<file path="src/rtl/max_isa_pkg.sv">
// -----------------------------------------------------------------------------
// max_isa_pkg
// Shared definitions for the max-pooling instruction path: register index
// width, instruction word layout, the command record carried through the
// command FIFO, and the issue FSM state type.
//
// Configuration macro: MAX_ISSUE_STRIDE_EN adds a 2-bit stride field to each
// command (index step = stride + 1). Without it the step is fixed at 1.
// -----------------------------------------------------------------------------
package max_isa_pkg;

    localparam int REG_AW = 4;
    localparam int INST_W = 3 * REG_AW;

    // Field positions inside the instruction word: {src1, src2, dst}.
    localparam int SRC1_MSB = 3 * REG_AW - 1;
    localparam int SRC1_LSB = 2 * REG_AW;
    localparam int SRC2_MSB = 2 * REG_AW - 1;
    localparam int SRC2_LSB = REG_AW;
    localparam int DST_MSB  = REG_AW - 1;
    localparam int DST_LSB  = 0;

    typedef logic [REG_AW-1:0] reg_idx_t;
    typedef logic [INST_W-1:0] inst_t;

    typedef struct packed {
        reg_idx_t   src1;
        reg_idx_t   src2;
        reg_idx_t   dst;
        reg_idx_t   len;     // instruction count minus one
`ifdef MAX_ISSUE_STRIDE_EN
        logic [1:0] stride;  // index step minus one
`endif
    } max_cmd_t;

    typedef enum logic {
        ST_IDLE  = 1'b0,
        ST_ISSUE = 1'b1
    } issue_state_e;

    function automatic inst_t pack_inst(reg_idx_t s1, reg_idx_t s2, reg_idx_t d);
        inst_t w;
        w                    = '0;
        w[SRC1_MSB:SRC1_LSB] = s1;
        w[SRC2_MSB:SRC2_LSB] = s2;
        w[DST_MSB:DST_LSB]   = d;
        return w;
    endfunction

endpackage

</file>
<file path="src/rtl/max_inst_issue_if.sv">
// -----------------------------------------------------------------------------
// max_inst_issue_if
// Instruction channel between the max issue stage (master) and the max decode
// stage (slave).
//   inst_valid  master->slave  instruction present
//   inst_ready  slave->master  decode accepts the instruction
//   inst        master->slave  {src1, src2, dst}, src1 in the MSBs
//   inst_last   master->slave  final instruction of the current command
// -----------------------------------------------------------------------------
interface max_inst_issue_if;

    logic                 inst_valid;
    logic                 inst_ready;
    max_isa_pkg::inst_t   inst;
    logic                 inst_last;

    modport master (
        output inst_valid,
        output inst,
        output inst_last,
        input  inst_ready
    );

    modport slave (
        input  inst_valid,
        input  inst,
        input  inst_last,
        output inst_ready
    );

endinterface

</file>
<file path="src/rtl/max_cmd_fifo.sv">
// -----------------------------------------------------------------------------
// max_cmd_fifo
// Synchronous command FIFO holding max_cmd_t records.
//   clk, rst    clock, synchronous active-high reset
//   push        write push_data (ignored when full)
//   push_data   command to store
//   pop         drop the head entry (ignored when empty)
//   pop_data    head entry, valid whenever !empty
//   full/empty  occupancy flags
// DEPTH must be a power of two and at least 2.
// Configuration macro MAX_ISSUE_STRIDE_EN widens the entry via max_cmd_t.
// -----------------------------------------------------------------------------
module max_cmd_fifo
    import max_isa_pkg::*;
#(
    parameter int DEPTH = 4
) (
    input  logic     clk,
    input  logic     rst,
    input  logic     push,
    input  max_cmd_t push_data,
    input  logic     pop,
    output max_cmd_t pop_data,
    output logic     full,
    output logic     empty
);

    localparam int AW = $clog2(DEPTH);

    // Pointers carry one extra wrap bit to tell full from empty.
    logic [AW:0] wr_ptr_q, wr_ptr_d;
    logic [AW:0] rd_ptr_q, rd_ptr_d;
    max_cmd_t    mem_q [DEPTH];

    logic do_push;
    logic do_pop;

    assign full  = (wr_ptr_q[AW] != rd_ptr_q[AW]) &&
                   (wr_ptr_q[AW-1:0] == rd_ptr_q[AW-1:0]);
    assign empty = (wr_ptr_q == rd_ptr_q);

    assign do_push  = push && !full;
    assign do_pop   = pop && !empty;
    assign pop_data = mem_q[rd_ptr_q[AW-1:0]];

    // NOTE: combinational processes use blocking '=', clocked processes use
    // non-blocking '<=' so every flop samples pre-edge values.
    always_comb begin
        wr_ptr_d = wr_ptr_q;
        rd_ptr_d = rd_ptr_q;
        if (do_push) wr_ptr_d = wr_ptr_q + {{AW{1'b0}}, 1'b1};
        if (do_pop)  rd_ptr_d = rd_ptr_q + {{AW{1'b0}}, 1'b1};
    end

    always_ff @(posedge clk) begin
        if (rst) begin
            wr_ptr_q <= '0;
            rd_ptr_q <= '0;
        end else begin
            wr_ptr_q <= wr_ptr_d;
            rd_ptr_q <= rd_ptr_d;
        end
    end

    // NOTE: storage is deliberately not reset; the pointers alone define
    // which entries are meaningful, and a reset-free array maps onto RAM.
    always_ff @(posedge clk) begin
        if (do_push) mem_q[wr_ptr_q[AW-1:0]] <= push_data;
    end

endmodule

</file>
<file path="src/rtl/max_inst_issue.sv">
// -----------------------------------------------------------------------------
// max_inst_issue
// Instruction-side producer for the max pooling path. Buffers block-max
// commands in a small FIFO and expands each into len+1 instructions
// {src1, src2, dst}, advancing all three indices by STEP (mod 2^REG_AW) per
// accepted instruction. Commands chain with no bubble between them.
//   clk, rst        clock, synchronous active-high reset
//   cmd_valid/ready command handshake (cmd_ready = FIFO not full)
//   cmd_src1/src2   operand base registers
//   cmd_dst         destination base register
//   cmd_len         instruction count minus one
//   cmd_stride      (MAX_ISSUE_STRIDE_EN only) STEP minus one
//   inst_if         master side of the instruction channel to max decode
//   busy            FSM active or FIFO non-empty
//   issued_cnt      completed instruction handshakes, wraps
// REG_AW comes from max_isa_pkg. Configuration macro: MAX_ISSUE_STRIDE_EN.
// -----------------------------------------------------------------------------
module max_inst_issue
    import max_isa_pkg::*;
#(
    parameter int FIFO_DEPTH = 4,
    parameter int CNT_W      = 16
) (
    input  logic                clk,
    input  logic                rst,
    input  logic                cmd_valid,
    output logic                cmd_ready,
    input  reg_idx_t            cmd_src1,
    input  reg_idx_t            cmd_src2,
    input  reg_idx_t            cmd_dst,
    input  reg_idx_t            cmd_len,
`ifdef MAX_ISSUE_STRIDE_EN
    input  logic [1:0]          cmd_stride,
`endif
    max_inst_issue_if.master    inst_if,
    output logic                busy,
    output logic [CNT_W-1:0]    issued_cnt
);

    max_cmd_t     push_cmd;
    max_cmd_t     head_cmd;
    logic         fifo_full;
    logic         fifo_empty;
    logic         fifo_push;
    logic         fifo_pop;

    issue_state_e state_q, state_d;
    reg_idx_t     s1_q, s1_d;
    reg_idx_t     s2_q, s2_d;
    reg_idx_t     d_q, d_d;
    reg_idx_t     rem_q, rem_d;
    logic [CNT_W-1:0] cnt_q, cnt_d;
`ifdef MAX_ISSUE_STRIDE_EN
    logic [1:0]   stride_q, stride_d;
`endif

    reg_idx_t     step;
    logic         inst_hs;
    logic         load;

    // ------------------------------------------------------------------
    // Command FIFO
    // ------------------------------------------------------------------
    always_comb begin
        push_cmd        = '0;
        push_cmd.src1   = cmd_src1;
        push_cmd.src2   = cmd_src2;
        push_cmd.dst    = cmd_dst;
        push_cmd.len    = cmd_len;
`ifdef MAX_ISSUE_STRIDE_EN
        push_cmd.stride = cmd_stride;
`endif
    end

    // Ready depends only on the registered full flag: no same-cycle bypass.
    assign cmd_ready = !fifo_full;
    assign fifo_push = cmd_valid && cmd_ready;

    max_cmd_fifo #(
        .DEPTH     (FIFO_DEPTH)
    ) u_cmd_fifo (
        .clk       (clk),
        .rst       (rst),
        .push      (fifo_push),
        .push_data (push_cmd),
        .pop       (fifo_pop),
        .pop_data  (head_cmd),
        .full      (fifo_full),
        .empty     (fifo_empty)
    );

`ifdef MAX_ISSUE_STRIDE_EN
    assign step = {{(REG_AW-2){1'b0}}, stride_q} + reg_idx_t'(1);
`else
    assign step = reg_idx_t'(1);
`endif

    assign inst_hs = (state_q == ST_ISSUE) && inst_if.inst_ready;

    // ------------------------------------------------------------------
    // State register
    // ------------------------------------------------------------------
    always_ff @(posedge clk) begin
        if (rst) begin
            state_q  <= ST_IDLE;
            s1_q     <= '0;
            s2_q     <= '0;
            d_q      <= '0;
            rem_q    <= '0;
            cnt_q    <= '0;
`ifdef MAX_ISSUE_STRIDE_EN
            stride_q <= '0;
`endif
        end else begin
            state_q  <= state_d;
            s1_q     <= s1_d;
            s2_q     <= s2_d;
            d_q      <= d_d;
            rem_q    <= rem_d;
            cnt_q    <= cnt_d;
`ifdef MAX_ISSUE_STRIDE_EN
            stride_q <= stride_d;
`endif
        end
    end

    // ------------------------------------------------------------------
    // Next-state logic
    // ------------------------------------------------------------------
    // NOTE: every output of this block gets a default first; a path that
    // leaves one unassigned would otherwise infer a latch.
    always_comb begin
        state_d  = state_q;
        s1_d     = s1_q;
        s2_d     = s2_q;
        d_d      = d_q;
        rem_d    = rem_q;
        cnt_d    = cnt_q;
        load     = 1'b0;
        fifo_pop = 1'b0;
`ifdef MAX_ISSUE_STRIDE_EN
        stride_d = stride_q;
`endif

        if (inst_hs) cnt_d = cnt_q + {{(CNT_W-1){1'b0}}, 1'b1};

        case (state_q)
            ST_IDLE: begin
                if (!fifo_empty) begin
                    load    = 1'b1;
                    state_d = ST_ISSUE;
                end
            end
            ST_ISSUE: begin
                if (inst_hs) begin
                    if (rem_q != '0) begin
                        s1_d  = s1_q + step;
                        s2_d  = s2_q + step;
                        d_d   = d_q + step;
                        rem_d = rem_q - reg_idx_t'(1);
                    end else if (!fifo_empty) begin
                        // Chain straight into the next command, no bubble.
                        load = 1'b1;
                    end else begin
                        state_d = ST_IDLE;
                    end
                end
            end
            default: state_d = ST_IDLE;
        endcase

        if (load) begin
            fifo_pop = 1'b1;
            s1_d     = head_cmd.src1;
            s2_d     = head_cmd.src2;
            d_d      = head_cmd.dst;
            rem_d    = head_cmd.len;
`ifdef MAX_ISSUE_STRIDE_EN
            stride_d = head_cmd.stride;
`endif
        end
    end

    // ------------------------------------------------------------------
    // Outputs
    // ------------------------------------------------------------------
    always_comb begin
        inst_if.inst_valid = 1'b0;
        inst_if.inst       = '0;
        inst_if.inst_last  = 1'b0;
        if (state_q == ST_ISSUE) begin
            inst_if.inst_valid = 1'b1;
            inst_if.inst       = pack_inst(s1_q, s2_q, d_q);
            inst_if.inst_last  = (rem_q == '0);
        end
    end

    assign busy       = (state_q != ST_IDLE) || !fifo_empty;
    assign issued_cnt = cnt_q;

endmodule

</file>
<file path="src/flat_wrapper.sv">
// flat-port wrapper written by rule: the top's interface ports become plain ports
module max_inst_issue_flat import max_isa_pkg::*;
#(
    parameter int FIFO_DEPTH = 4,
    parameter int CNT_W      = 16
)
  (clk, rst, cmd_valid, cmd_ready, cmd_src1, cmd_src2, cmd_dst, cmd_len, busy, issued_cnt, inst_if_inst_valid, inst_if_inst, inst_if_inst_last, inst_if_inst_ready);
  max_inst_issue_if inst_if_i ();
  input  logic clk;
  input  logic rst;
  input  logic cmd_valid;
  output logic cmd_ready;
  input  reg_idx_t cmd_src1;
  input  reg_idx_t cmd_src2;
  input  reg_idx_t cmd_dst;
  input  reg_idx_t cmd_len;
  output logic busy;
  output logic [CNT_W-1:0] issued_cnt;
  output wire logic [$bits(inst_if_i.inst_valid)-1:0] inst_if_inst_valid;
  output wire logic [$bits(inst_if_i.inst)-1:0] inst_if_inst;
  output wire logic [$bits(inst_if_i.inst_last)-1:0] inst_if_inst_last;
  input wire logic [$bits(inst_if_i.inst_ready)-1:0] inst_if_inst_ready;
  assign inst_if_inst_valid = inst_if_i.inst_valid;
  assign inst_if_inst = inst_if_i.inst;
  assign inst_if_inst_last = inst_if_i.inst_last;
  assign inst_if_i.inst_ready = inst_if_inst_ready;
  max_inst_issue #(.FIFO_DEPTH(FIFO_DEPTH), .CNT_W(CNT_W)) u_core (.clk(clk), .rst(rst), .cmd_valid(cmd_valid), .cmd_ready(cmd_ready), .cmd_src1(cmd_src1), .cmd_src2(cmd_src2), .cmd_dst(cmd_dst), .cmd_len(cmd_len), .inst_if(inst_if_i), .busy(busy), .issued_cnt(issued_cnt));
endmodule
</file>
<file path="config.mk">
export PLATFORM = sky130hd
export DESIGN_NAME = max_inst_issue_flat
export DESIGN_NICKNAME = d
export VERILOG_FILES = /design/src/rtl/max_isa_pkg.sv /design/src/rtl/max_inst_issue_if.sv /design/src/rtl/max_cmd_fifo.sv /design/src/rtl/max_inst_issue.sv /design/src/flat_wrapper.sv
export SDC_FILE = /design/constraint.sdc
export NUM_CORES = 1
export LEC_CHECK = 0
export CAP_MARGIN = 40
export CELL_PAD_IN_SITES_DETAIL_PLACEMENT = 1
export CELL_PAD_IN_SITES_GLOBAL_PLACEMENT = 1
export CORE_MARGIN = 1.5
export CORE_UTILIZATION = 30
export DETAILED_ROUTE_END_ITERATION = 8
export HOLD_SLACK_MARGIN = 0.08
export PLACE_DENSITY = 0.68
export SLEW_MARGIN = 15
export SYNTH_ARGS = -nofsm -noshare
export SYNTH_HDL_FRONTEND = slang
export SYNTH_SLANG_ARGS = --single-unit
</file>
<file path="constraint.sdc">
create_clock -name clk -period 4 [get_ports clk]
set_clock_uncertainty 0.15 [all_clocks]
set_input_delay 0.8 -clock clk [delete_from_list [all_inputs] [get_ports clk]]
set_output_delay 0.8 -clock clk [all_outputs]
set_load 0.02 [all_outputs]
</file>
==> impl_results.md <==
* Placed cells at 570
* Simple-gate share of the synthesized area at 11.9%
* Area share of fa/ha/maj cells after synthesis at 2.76%
* Max-slew violations at 0
* Design Area, Final at 0.00559 sq mm
* EDFF count, synth at 64
* Diodes inserted at 0
* Least-Margin Pin Slew at about 0.84 ns
* IO buf count at 51
* Pwr per Cell Area at approximately 600 mW/mm^2
* Vias post-DR at about 2900
* WHS at approximately 0.34 ns
* Final Cycle Share at 82.2%
* Nets@finish at around 430
* Largest family of logic cells by synthesized area: simple AND/OR/NAND/NOR gates
* Final hold vios at 0
* Multi-input gate area at 0.00166 sq mm
* Status: complete, but fails checks
* Switching Share at 33.4%
* Relative slew slack at 43.9%
* Maximum vdd ir drop at ~370 uV
* Post-Layout Cell Count at just under 600
* Async set-or-reset flop fraction in the synthesized netlist at 0%
* Sequential power share at between 40% and 50%
* Endpoints failing setup at 0
* Rows at 44
* # Post-CTS Setup Buffers at 0
* Placement Cell Area at 0.00527 sq mm
* Router iterations before antenna repair at 8
* Initial drt markers at 104
* Die area at 0.0159 sq mm
* GRT overflow at 0
* Clock-pin transition on the worst setup and hold timing paths at approximately 0.07 ns
* Horiz. Die Dim at approximately 130 um
* Routed WL per cell at roughly 17 um
* CTS Hold Bufs at 0
* Area Overhead vs Synth at 23.1%
* Power share of the combinational group at between 30% and 40%
* XOR/XNOR Fraction of Synth Area at approximately 3.7%
* Compound-gate portion of the synthesized area at 8.38%
* Fin util at a little under two fifths
* Worst r2r path cells at 6
* Sink Count at about 110
* Net Count, Synth at 377
* Max Buffers Root-to-Sink at 2
* Pint at 2.24 mW
* Clock power share at around 27%
* Mapped Area at 0.00454 sq mm
* CP max FO at 24
* Req. time, crit path at slightly above 3 ns
* Htree depth at 3
* CP Cell Sequence: inv_1, nor2_1, clkdlybuf4s50_1
* Total power draw at 3.36 mW
* Largest net degree at the start of global routing at 42
* Leading register cell type out of synthesis: edfxtp_1
* Worst path depth at 3
* Switching power at 1.12 mW
* Post-synthesis register bit count at 105
* Via/cell ratio at 4.95
* Overall Global Routing Usage at 13.4%
* Post-place setup slack at 0.920 ns
* Num CTS Buffers at 9
* CTS tree: yes
* Post-Syn Area per Cell at 13.1 sq um
* Post-CTS Resized at 0
* Post-Syn Instances at 347
* Die Y at 126 um
* CP Class: reg2out
* Layout cells sized above 1 at 10.9%
* Vias in the first global route at 3093
* Setup ws final at 0.711 ns
* Hold-critical path depth at 2
* Register area share after synthesis at about 60%
* Total wire length at 10.1 mm
* Crit. End Element: primary output
* Io pins at 52
* Critical Path Max Stage Delay at 0.87 ns
* Reg area at about 0.0027 sq mm
* Core area at 0.0146 sq mm
* Ys Warns at 0
* Family with the most delay on the worst path: buffers and inverters
* Multiplexer share of the synthesized area at 9.93%
* Post-route DRC at 2
* Violated checks: design-rule violations
* Worst min-delay path class: reg2reg
* RSZ-0062 raised after global routing: no
* Min Clock Period, post-route at 3.29 ns
* HPWL after detailed placement at ~6.9 mm
* Unique masters post-synth at between 40 and 50
* Initial antenna violation count at 0
* Max-cap viol count at 0
* Slowest-stage cell, CP: dfxtp_1
* Clock root cell: clkbuf_16
* Initial Util at between 30% and 40%
* Critical path startpoint category: flip-flop
* RD Place Congestion at 0.779
* FILL cells at 1551
* Antenna-violating nets left at 0
* FMAX at a little over 0.3 GHz
* Pleak at 1.89 nW
* Clock latency at the later pin of the worst-skew pair at approximately 0.36 ns
* First-pass GRT wire length at around 16 mm
* Setup TNS at 0 ns
* Worst EP arrival at 2.34 ns
* Buf/Inv on CP at 2
sequential cells by signal (all words and copies together) (netlist names), named ones only:
register / count
u_core.u_cmd_fifo.rd_ptr_q: 3
u_core.rem_q: 4
u_core.s1_q: 4
u_core.issued_cnt: 16
u_core.u_cmd_fifo.wr_ptr_q: 3
u_core.u_cmd_fifo.mem_q: 64
u_core.d_q: 4
u_core.s2_q: 4
u_core.state_q: 1
metal layers:
layer | GRT usage [%] | vias up | wire [um]
met5 | 0 | - | 0
met4 | 4.67 | 0 | 134
met3 | 3.91 | 10 | 433
met2 | 22.6 | 57 | 4940
met1 | 16.5 | 1437 | 4610
li1 | - | 1399 | -
cell usage after synthesis (9+ instances only):
cell / n / share of area, %
and2_1: 12 / 1.7
a21oi_1: 13 / 1.4
inv_1: 12 / 0.99
xor2_1: 12 / 2.3
ha_1: 10 / 2.8
o21ai_0: 10 / 1.1
dfxtp_1: 41 / 18
nor2_1: 24 / 2.0
edfxtp_1: 64 / 42
mux2i_1: 9 / 2.0
nand3_1: 12 / 1.3
mux4_2: 16 / 7.9
nand2_1: 19 / 1.6
worst register-to-register path, stage by stage, from the launching register on:
cell and delay (ns):
dfxtp_1 0.32, inv_1 0.08, ha_1 0.20, or3b_1 0.49, a2111oi_4 0.74, or3_1 0.43
o32ai_1 0.14
cell usage in the layout, fill, tap and decap left out, types with 9 or more instances in the layout:
cell             Yosys  routed
a21oi_1             13      13
mux4_2              16      16
xor2_1              12      12
nand2_1             19      19
clkdlybuf4s50_1      0      51
nor2_1              24      24
nand3_1             12      12
dfxtp_1             41      41
clkbuf_16            0       9
and2_1              12      12
inv_1               12      12
o21ai_0             10      10
ha_1                10      10
mux2i_1              9       9
edfxtp_1            64      64
power by group through the flow:
stage	Combinational (mW)	Sequential (mW)	Clock [mW]
final	1.04	1.42	0.907
after global routing	1.14	1.44	0.975
after floorplan	0.777	1.37	0
after global placement	1.01	1.43	0
after detailed placement	1.05	1.44	0
after CTS	1.05	1.42	0.933
final timing paths:
path	from	slack [ns]	end
min	u_core.issued_cnt[15]	0.34	u_core.issued_cnt[15]
max reg2reg	u_core.rem_q[0]	1.32	u_core.s1_q[3]
min reg2reg	u_core.issued_cnt[15]	0.34	u_core.issued_cnt[15]
max	u_core.state_q	0.71	inst_if_inst_last
cell type report:
cell class                 count  area share (%)
timing repair buffer          59            10.8
inverter                      12           0.806
sequential                   105            49.1
multi-input combinational    211            29.8
clock buffer                  10            4.10
clock inverter                 6            1.32
tap                          184            4.12
kinds of logic (layout without fill, tap and decap cells):
logic type,after synthesis,in the layout
compound gates,53,53
xor+xnor,19,19
fa+ha+maj,10,10
buf+inv,31,87
flops,105,105
mux,25,25
simple gates,104,104
(Power assumes the default switching activity.)
